--- config.mk ---
export PLATFORM = sky130hd
export DESIGN_NAME = pe64_grant_arbiter_flat
export DESIGN_NICKNAME = d
export VERILOG_FILES = /design/src/rtl/pe64_grant_arbiter_if.sv /design/src/rtl/pe64_grant_arbiter.sv /design/src/flat_wrapper.sv
export SDC_FILE = /design/constraint.sdc
export NUM_CORES = 1
export LEC_CHECK = 0
export CORE_AREA = 3 3 105 107
export CTS_BUF_LIST = sky130_fd_sc_hd__clkbuf_2 sky130_fd_sc_hd__clkbuf_4 sky130_fd_sc_hd__clkbuf_8
export DETAILED_ROUTE_END_ITERATION = 6
export DIE_AREA = 0 0 108 110
export PLACE_DENSITY = 0.76
export SLEW_MARGIN = 20
export SYNTH_ARGS = -nofsm -noshare
export SYNTH_HDL_FRONTEND = slang
export SYNTH_SLANG_ARGS = --single-unit
--- constraint.sdc ---
create_clock -name clk -period 6.85 [get_ports clk]
set_input_delay 1.7125 -clock clk [delete_from_list [all_inputs] [get_ports clk]]
set_output_delay 1.7125 -clock clk [all_outputs]
set_load 0.005 [all_outputs]
--- src/rtl/pe64_grant_arbiter_if.sv ---
// Request/grant bundle between the requesting agents (master) and the
// 64-way grant arbiter (slave).
interface pe64_grant_arbiter_if;
  logic [63:0] req;
  logic        done;
  logic [63:0] gnt;
  logic [5:0]  gnt_idx;
  logic        gnt_vld;
  logic        timeout;
  logic        busy;

  modport master (
    output req, done,
    input  gnt, gnt_idx, gnt_vld, timeout, busy
  );

  modport slave (
    input  req, done,
    output gnt, gnt_idx, gnt_vld, timeout, busy
  );
endinterface

--- src/rtl/pe64_grant_arbiter.sv ---
// 64-requester grant arbiter: highest-index-wins encoder, registered grant held
// until done/request drop/hold limit. Define PE64_ARB_RR_EN for round-robin.
module pe64_grant_arbiter #(
  parameter int HOLD_MAX = 16,
  parameter int CNT_W    = 5
) (
  input  logic               clk,
  input  logic               rst,
  pe64_grant_arbiter_if.slave bus
);

  typedef enum logic [1:0] {IDLE, GRANT, GAP} state_t;

  localparam logic [CNT_W-1:0] HOLD_LIM = CNT_W'((HOLD_MAX == 0) ? 0 : HOLD_MAX - 1);
  localparam bit               HOLD_EN  = (HOLD_MAX != 0);

  state_t            state_p1, state_nx;
  logic [63:0]       gnt_p1, gnt_nx;
  logic [5:0]        gnt_idx_p1, gnt_idx_nx;
  logic              vld_p1, vld_nx;
  logic              timeout_p1, timeout_nx;
  logic [CNT_W-1:0]  hold_cnt_p1, hold_cnt_nx;

  logic [63:0]       req_eff;
  logic [5:0]        win;
  logic              rel;
  logic              lim;

  function automatic logic [5:0] enc64(input logic [63:0] v);
    logic [5:0] r;
    r = '0;
    for (int i = 0; i < 64; i++)
      if (v[i]) r = 6'(i);
    return r;
  endfunction

`ifdef PE64_ARB_RR_EN
  logic [5:0]  last_p1;
  logic [63:0] req_msk;
  logic [5:0]  win_msk;
  logic [5:0]  win_all;

  // Only indices below the last winner are eligible; wrap to the full vector when none are.
  always_comb begin
    req_msk = bus.req & ((64'd1 << last_p1) - 64'd1);
    win_msk = enc64(req_msk);
    win_all = enc64(bus.req);
    req_eff = (|req_msk) ? req_msk : bus.req;
    win     = (|req_msk) ? win_msk : win_all;
  end

  always_ff @(posedge clk or posedge rst) begin
    if (rst)
      last_p1 <= '0;
    else if (state_p1 == IDLE && (|req_eff))
      last_p1 <= win;
  end
`else
  assign req_eff = bus.req;
  assign win     = enc64(bus.req);
`endif

  assign rel = bus.done | ~bus.req[gnt_idx_p1];
  assign lim = HOLD_EN && (hold_cnt_p1 == HOLD_LIM);

  // ---- stage p1: state register and registered outputs ----
  always_ff @(posedge clk or posedge rst) begin
    if (rst) begin
      state_p1    <= IDLE;
      gnt_p1      <= '0;
      gnt_idx_p1  <= '0;
      vld_p1      <= 1'b0;
      timeout_p1  <= 1'b0;
      hold_cnt_p1 <= '0;
    end else begin
      state_p1    <= state_nx;
      gnt_p1      <= gnt_nx;
      gnt_idx_p1  <= gnt_idx_nx;
      vld_p1      <= vld_nx;
      timeout_p1  <= timeout_nx;
      hold_cnt_p1 <= hold_cnt_nx;
    end
  end

  always_comb begin
    state_nx = state_p1;
    case (state_p1)
      IDLE:    if (|req_eff) state_nx = GRANT;
      GRANT:   if (rel || lim) state_nx = GAP;
      GAP:     state_nx = IDLE;
      default: state_nx = IDLE;
    endcase
  end

  // Normal release takes precedence over the hold limit, so timeout stays low then.
  always_comb begin
    gnt_idx_nx  = gnt_idx_p1;
    vld_nx      = vld_p1;
    hold_cnt_nx = hold_cnt_p1;
    timeout_nx  = 1'b0;
    case (state_p1)
      IDLE: begin
        if (|req_eff) begin
          gnt_idx_nx  = win;
          vld_nx      = 1'b1;
          hold_cnt_nx = '0;
        end
      end
      GRANT: begin
        if (rel) begin
          vld_nx = 1'b0;
        end else if (lim) begin
          vld_nx     = 1'b0;
          timeout_nx = 1'b1;
        end else if (hold_cnt_p1 != {CNT_W{1'b1}}) begin
          hold_cnt_nx = hold_cnt_p1 + CNT_W'(1);
        end
      end
      GAP:     vld_nx = 1'b0;
      default: vld_nx = 1'b0;
    endcase
    gnt_nx = vld_nx ? (64'd1 << gnt_idx_nx) : 64'd0;
  end

  assign bus.gnt     = gnt_p1;
  assign bus.gnt_idx = gnt_idx_p1;
  assign bus.gnt_vld = vld_p1;
  assign bus.timeout = timeout_p1;
  assign bus.busy    = (state_p1 != IDLE);

endmodule

--- src/flat_wrapper.sv ---
// flat-port wrapper written by rule: the top's interface ports become plain ports
module pe64_grant_arbiter_flat 
#(
  parameter int HOLD_MAX = 16,
  parameter int CNT_W    = 5
)
  (clk, rst, bus_req, bus_done, bus_gnt, bus_gnt_idx, bus_gnt_vld, bus_timeout, bus_busy);
  pe64_grant_arbiter_if bus_i ();
  input  logic clk;
  input  logic rst;
  input wire logic [$bits(bus_i.req)-1:0] bus_req;
  input wire logic [$bits(bus_i.done)-1:0] bus_done;
  output wire logic [$bits(bus_i.gnt)-1:0] bus_gnt;
  output wire logic [$bits(bus_i.gnt_idx)-1:0] bus_gnt_idx;
  output wire logic [$bits(bus_i.gnt_vld)-1:0] bus_gnt_vld;
  output wire logic [$bits(bus_i.timeout)-1:0] bus_timeout;
  output wire logic [$bits(bus_i.busy)-1:0] bus_busy;
  assign bus_i.req = bus_req;
  assign bus_i.done = bus_done;
  assign bus_gnt = bus_i.gnt;
  assign bus_gnt_idx = bus_i.gnt_idx;
  assign bus_gnt_vld = bus_i.gnt_vld;
  assign bus_timeout = bus_i.timeout;
  assign bus_busy = bus_i.busy;
  pe64_grant_arbiter #(.HOLD_MAX(HOLD_MAX), .CNT_W(CNT_W)) u_core (.clk(clk), .rst(rst), .bus(bus_i));
endmodule
* Word level (Yosys, flattened, before mapping) *
Cells that the tools add are included.
W data, S select, Z words.

word-level totals
  register bits = 79
  output and inout bits = 73

operators by class
  add/sub/neg operators = 1
  magnitude comparators = 1
  equality and inequality tests = 8
  shift operators = 1
  muxes and demuxes = 83
  bitwise gates (word level) = 2
  reductions and logical operators = 7

operators by type and width
  operator                number
  $mux W6                 64
  $mux W64                1
  $reduce_or A64 Y1       1
  $shl A1 B6 Y64 const A  1
  $mux W5                 4
  $pmux W5 S2             1
  $mux W1                 8
  $lt A6 B7 Y1 const B    1
  $bmux W1 S6             1
  $ne A2 B1 Y1 const B    3
  $add A5 B1 Y5 const B   1
  $eq A5 B4 Y1 const B    1
  $ne A5 B5 Y1 const B    1
  $reduce_and A5 Y1       1
  $mux W2                 2
  $ne A2 B2 Y1 const B    2
  $pmux W2 S2             1
  $reduce_bool A2 Y1      2
  $eq A2 B1 Y1 const B    1
  $logic_not A2 Y1        1
  $pmux W1 S2             1
  $reduce_and A2 Y1       1
  $logic_or A1 B1 Y1      1
  $not A1 Y1              1
  $or A1 B1 Y1            1

* Logic depth before layout (Yosys ltp) *
  word-level depth = 67
  gate-level depth with buffers = 11

* Least setup slack after synthesis *
OpenSTA, ideal clock, no wires.

  kind = in2reg
  from = input port bus_req[57]
  to = register u_core.gnt_p1[49] (netlist: u_core.bus.gnt[49])
  setup time = 0.082 ns
  arrival time = 4.126 ns
  data required time = 6.768 ns
  slack = 2.642 ns
  stages = 9
  buffers on the path = 1
  cell sequence = or4_4 -> nand4b_4 -> nand2b_4 -> o41ai_4 -> or4b_1 -> nor3_2 -> nor2_1 -> buf_6 -> nor3_2

between the ends
  longest elaborated chain between the ends = 11

ends and longest elaborated chain
  item                                                  line                       source
  from (decl)                                           flat_wrapper.sv:11         input wire logic [$bits(bus_i.req)-1:0] bus_req;
  branches (longest 10 deep; another with $bmux W1 S6)  n/a
  $mux W64 (*)                                          pe64_grant_arbiter.sv:122  gnt_nx = vld_nx ? (64'd1 << gnt_idx_nx) : 64'd0;
  named net u_core.gnt_nx[49]                           pe64_grant_arbiter.sv:18   logic [63:0] gnt_p1, gnt_nx;
  to (signal assigned)                                  pe64_grant_arbiter.sv:77   gnt_p1 <= gnt_nx;
  to (decl)                                             pe64_grant_arbiter.sv:18

Mark *: on every way through the listed nets, which the timed path passes. The select of a mux whose other input is x is not followed.
A chain may end at the register's enable or synchronous reset.

* Final worst setup path *
  from = input port bus_req[49]
  to = register u_core.gnt_p1[57] (netlist: u_core.bus.gnt[57])

between the ends
  longest elaborated chain between the ends = 19

ends and longest elaborated chain
  item                            line                       source
  $mux W6 (15 in a row)           pe64_grant_arbiter.sv:33   if (v[i]) r = 6'(i);
  $mux W6 (*)                     pe64_grant_arbiter.sv:103  if (|req_eff) begin
  $mux W6 (*)                     pe64_grant_arbiter.sv:101  case (state_p1)
  named net u_core.gnt_idx_nx[0]  pe64_grant_arbiter.sv:19   logic [5:0] gnt_idx_p1, gnt_idx_nx;
  $shl A1 B6 Y64 (*)              pe64_grant_arbiter.sv:122
  $mux W64 (*)                    pe64_grant_arbiter.sv:122
  named net u_core.gnt_nx[57]     pe64_grant_arbiter.sv:18

Mark *: on every way through the listed nets, which the timed path passes. The rest lies on a longest branch. The select of a mux whose other input is x is not followed.

==> summary.txt <==
status -> finished clean
critical path startpoint -> bus_req[49]
First-pass DRT Iterations -> 4
layout cells sized above 1 -> 0.0732
FF/Latch Area -> 1980 sq um
Post-DP HPWL -> 9590 um
Seq cells post-synth -> 79
FF-to-FF path depth -> 8
Max-slew headroom -> 0.340
TNS Setup -> 0 ns
ant diodes -> 0
Starting Density -> 0.424
syn_nets -> 529
Post-Layout Cell Count -> 737
die width -> 108 um
H-tree lvl count -> 3
# hold bufs at CTS -> 0
peak supply drop -> 194 uV
Post-CTS Setup Bufs -> 0
Data required, critical path -> 7.04 ns
Final Wtd Congestion -> 0.915
Yosys top cell by area -> dfrtp_1
Worst-Margin Slew -> 0.989 ns
Vias -> 4116
reg2reg end -> u_core.bus.gnt[5]
Largest delay share family, worst path -> simple AND/OR/NAND/NOR gates
Mapped Cells -> 459
IO Pins -> 140
CP Depth -> 9
CTS tree -> built
clk_skew -> 0.00637 ns
Buf+Inv Stages, Crit Path -> 2
placed instance count -> 721
initial antenna violation count -> 0
RSZ-0062 raised after global routing -> false
most common cell in the netlist -> dfrtp_1
Slew Limit Fails -> 0
RR Startpoint -> u_core.bus.gnt_idx[1]
top_reg_cell synth -> dfrtp_1
post-route setup slack -> 1.24 ns
Final Net Count -> 666
Synth top area share -> 0.456
share of power burned in the clock network -> 0.217
Syn-to-layout area delta -> 39.8%
drt wl/cell -> 16.9 um
Net Sw Frac -> 0.403
vias in the first global route -> 4065
slowest cell on the critical path -> o41ai_4
Die ar. -> 11900 sq um
crit end category -> register
fillers -> 879
Final ANT Viol Nets -> 0
clock sink total -> 79
sequential area share after synthesis -> 0.456
Leak -> 2.56 nW
P_sw -> 0.663 mW
Setup CP Type -> input pin to register
crit path max fanout -> 20
Die Span Y -> 110 um
Worst R2R Setup Slack -> 3.45 ns
max cap viols -> 0
number of flops mapped to enable cells by yosys -> 0
ys async rst share -> 1.00
Worst-path clk slew -> 0.07 ns
Worst path max stage delay -> 0.91 ns
Total GRT Usage -> 0.216
Skew-Pair Late Insertion Delay -> 0.35 ns
drt drc -> 0
via-per-instance ratio -> 5.58
crit path time final -> 5.61 ns
final WL -> 12500 um
Mapped Area -> 4330 sq um
total power -> 1.64 mW
Internal -> 0.981 mW
final hold violation count -> 0
Site Rows -> 37
CTS Buffer Depth -> 2
Synth area leaders -> dfrtp_1 46%, mux2i_1 8.1%, nor2_1 6.0%
Final Util -> 0.592
total grt overflow -> 0
synth cell count leaders -> 79 x dfrtp_1, 69 x nor2_1, 35 x mux2i_1
Setup Viol. Count Final -> 0
input/output buffers -> 139
Post-CTS Resized -> 0
count of cell types in the netlist -> 58
Ys Warns -> 0
Hold Path Class -> register to register
CP Capture Point -> u_core.bus.gnt[57]
first-pass GRT wire length -> 20200 um
Seq pwr share -> 0.361
syn avg cell area -> 9.44 sq um
multi-input logic area -> 2220 sq um
CP Cell Sequence -> clkdlybuf4s50_1 > nor4_1 > nand4b_4 > nand2b_4 > o41ai_4 > mux2i_1 > inv_1 > nand2_1 > nor3_1
PwrDens -> 272 nW/um^2
part of the power in combinational logic -> 0.422
fmax -> 178 MHz
CTS root buf -> clkbuf_8
CP arrival -> 5.80 ns
TritonCTS buffer count -> 9
pin count of the biggest net entering global routing -> 80
core area -> 10200 sq um
CP Launch Type -> input pin
Post-Place Worst Slack -> 0.952 ns
final worst path period share -> 0.819
1st-iter DRT viols -> 199
==> cell families (layout without fill, tap and decap cells) <==
kind of cell             Yosys count  count (layout)  share of synthesized area
flip-flops                        79              79                      0.456
AO/OA/AOI/OAI                     95              95                      0.154
XOR/XNOR                           1               1                    0.00202
AND/OR/NAND/NOR                  213             213                      0.266
multiplexers                      35              35                     0.0809
adder cells (fa/ha/maj)            3               3                    0.00866
buffers and inverters             33             175                     0.0323
==> sequential cells by signal, indices dropped and copies added (netlist names) <==
register	cells
u_core.hold_cnt_p1	5
u_core.bus.timeout	1
u_core.state_p1	2
u_core.bus.gnt	64
u_core.bus.gnt_vld	1
u_core.bus.gnt_idx	6
==> stage by stage <==
stage,cell area (sq um),hold slack (ns)
2_1_floorplan,4330,0.517
3_3_place_gp,5840,0.538
3_5_place_dp,5840,0.547
4_1_cts,6050,0.557
5_1_grt,6060,0.599
6_report,6060,0.554
==> worst min path at each step <==
stage | start | endpoint | slack, ns | cells after the start
3_5_place_dp | u_core.hold_cnt_p1[3] | u_core.hold_cnt_p1[3] | 0.55 | 3
4_1_cts | u_core.hold_cnt_p1[4] | u_core.hold_cnt_p1[4] | 0.56 | 2
5_1_grt | u_core.hold_cnt_p1[4] | u_core.hold_cnt_p1[4] | 0.60 | 2
3_3_place_gp | u_core.hold_cnt_p1[1] | u_core.hold_cnt_p1[1] | 0.54 | 2
2_1_floorplan | u_core.hold_cnt_p1[3] | u_core.hold_cnt_p1[3] | 0.52 | 3
6_report | u_core.hold_cnt_p1[4] | u_core.hold_cnt_p1[4] | 0.55 | 2
==> power groups by stage <==
stage	clock network (mW)	registers (mW)	logic, mW
2_1_floorplan	0	0.542	0.498
3_3_place_gp	0	0.599	0.663
3_5_place_dp	0	0.600	0.682
4_1_cts	0.362	0.591	0.686
5_1_grt	0.381	0.601	0.763
6_report	0.356	0.593	0.695
==> final cells by class <==
class,instances,area share
Timing Repair Buffer,142,0.233
Inverter,17,0.0105
Clock inverter,4,0.00868
Tap cell,136,0.0281
Sequential cell,79,0.327
Clock buffer,12,0.0262
Multi-Input combinational cell,347,0.366
==> placed cells by master, fill, tap and decap left out, types with 3 or more instances in the layout <==
cell	n
a22oi_1	16
nand4_1	5
o21bai_1	4
nor2_1	68
o21ai_1	4
o22ai_1	3
a21oi_1	14
or2_2	3
nand2b_1	5
dfrtp_1	78
o21a_1	4
buf_4	3
nor3_1	28
clkdlybuf4s50_1	139
ha_1	3
a21boi_0	3
and2_1	3
nor4_1	25
clkbuf_8	11
o2111ai_1	3
nor2b_1	8
o31ai_1	12
mux2i_1	35
nand3_1	7
o21ai_0	15
nand2_1	29
nor3_2	9
inv_1	15
nand3b_1	4
or4_1	4
==> worst reg2reg max path: stages, from the launching register on <==
cell	delay (ns)
dfrtp_1	0.54
nor2b_1	0.66
a22oi_1	0.23
nand4_1	0.15
o21ai_0	0.09
nor3_1	0.58
nor4_1	0.19
nor2_2	0.65
nor4_1	0.16
==> metal layers <==
layer	track usage	vias up	share of wire
met2	0.366	191	0.47
met1	0.278	1931	0.43
met3	0.0478	20	0.086
met4	0.0640	0	0.016
met5	0	-	0
li1	-	1974	-
(Power assumes the default switching activity.)
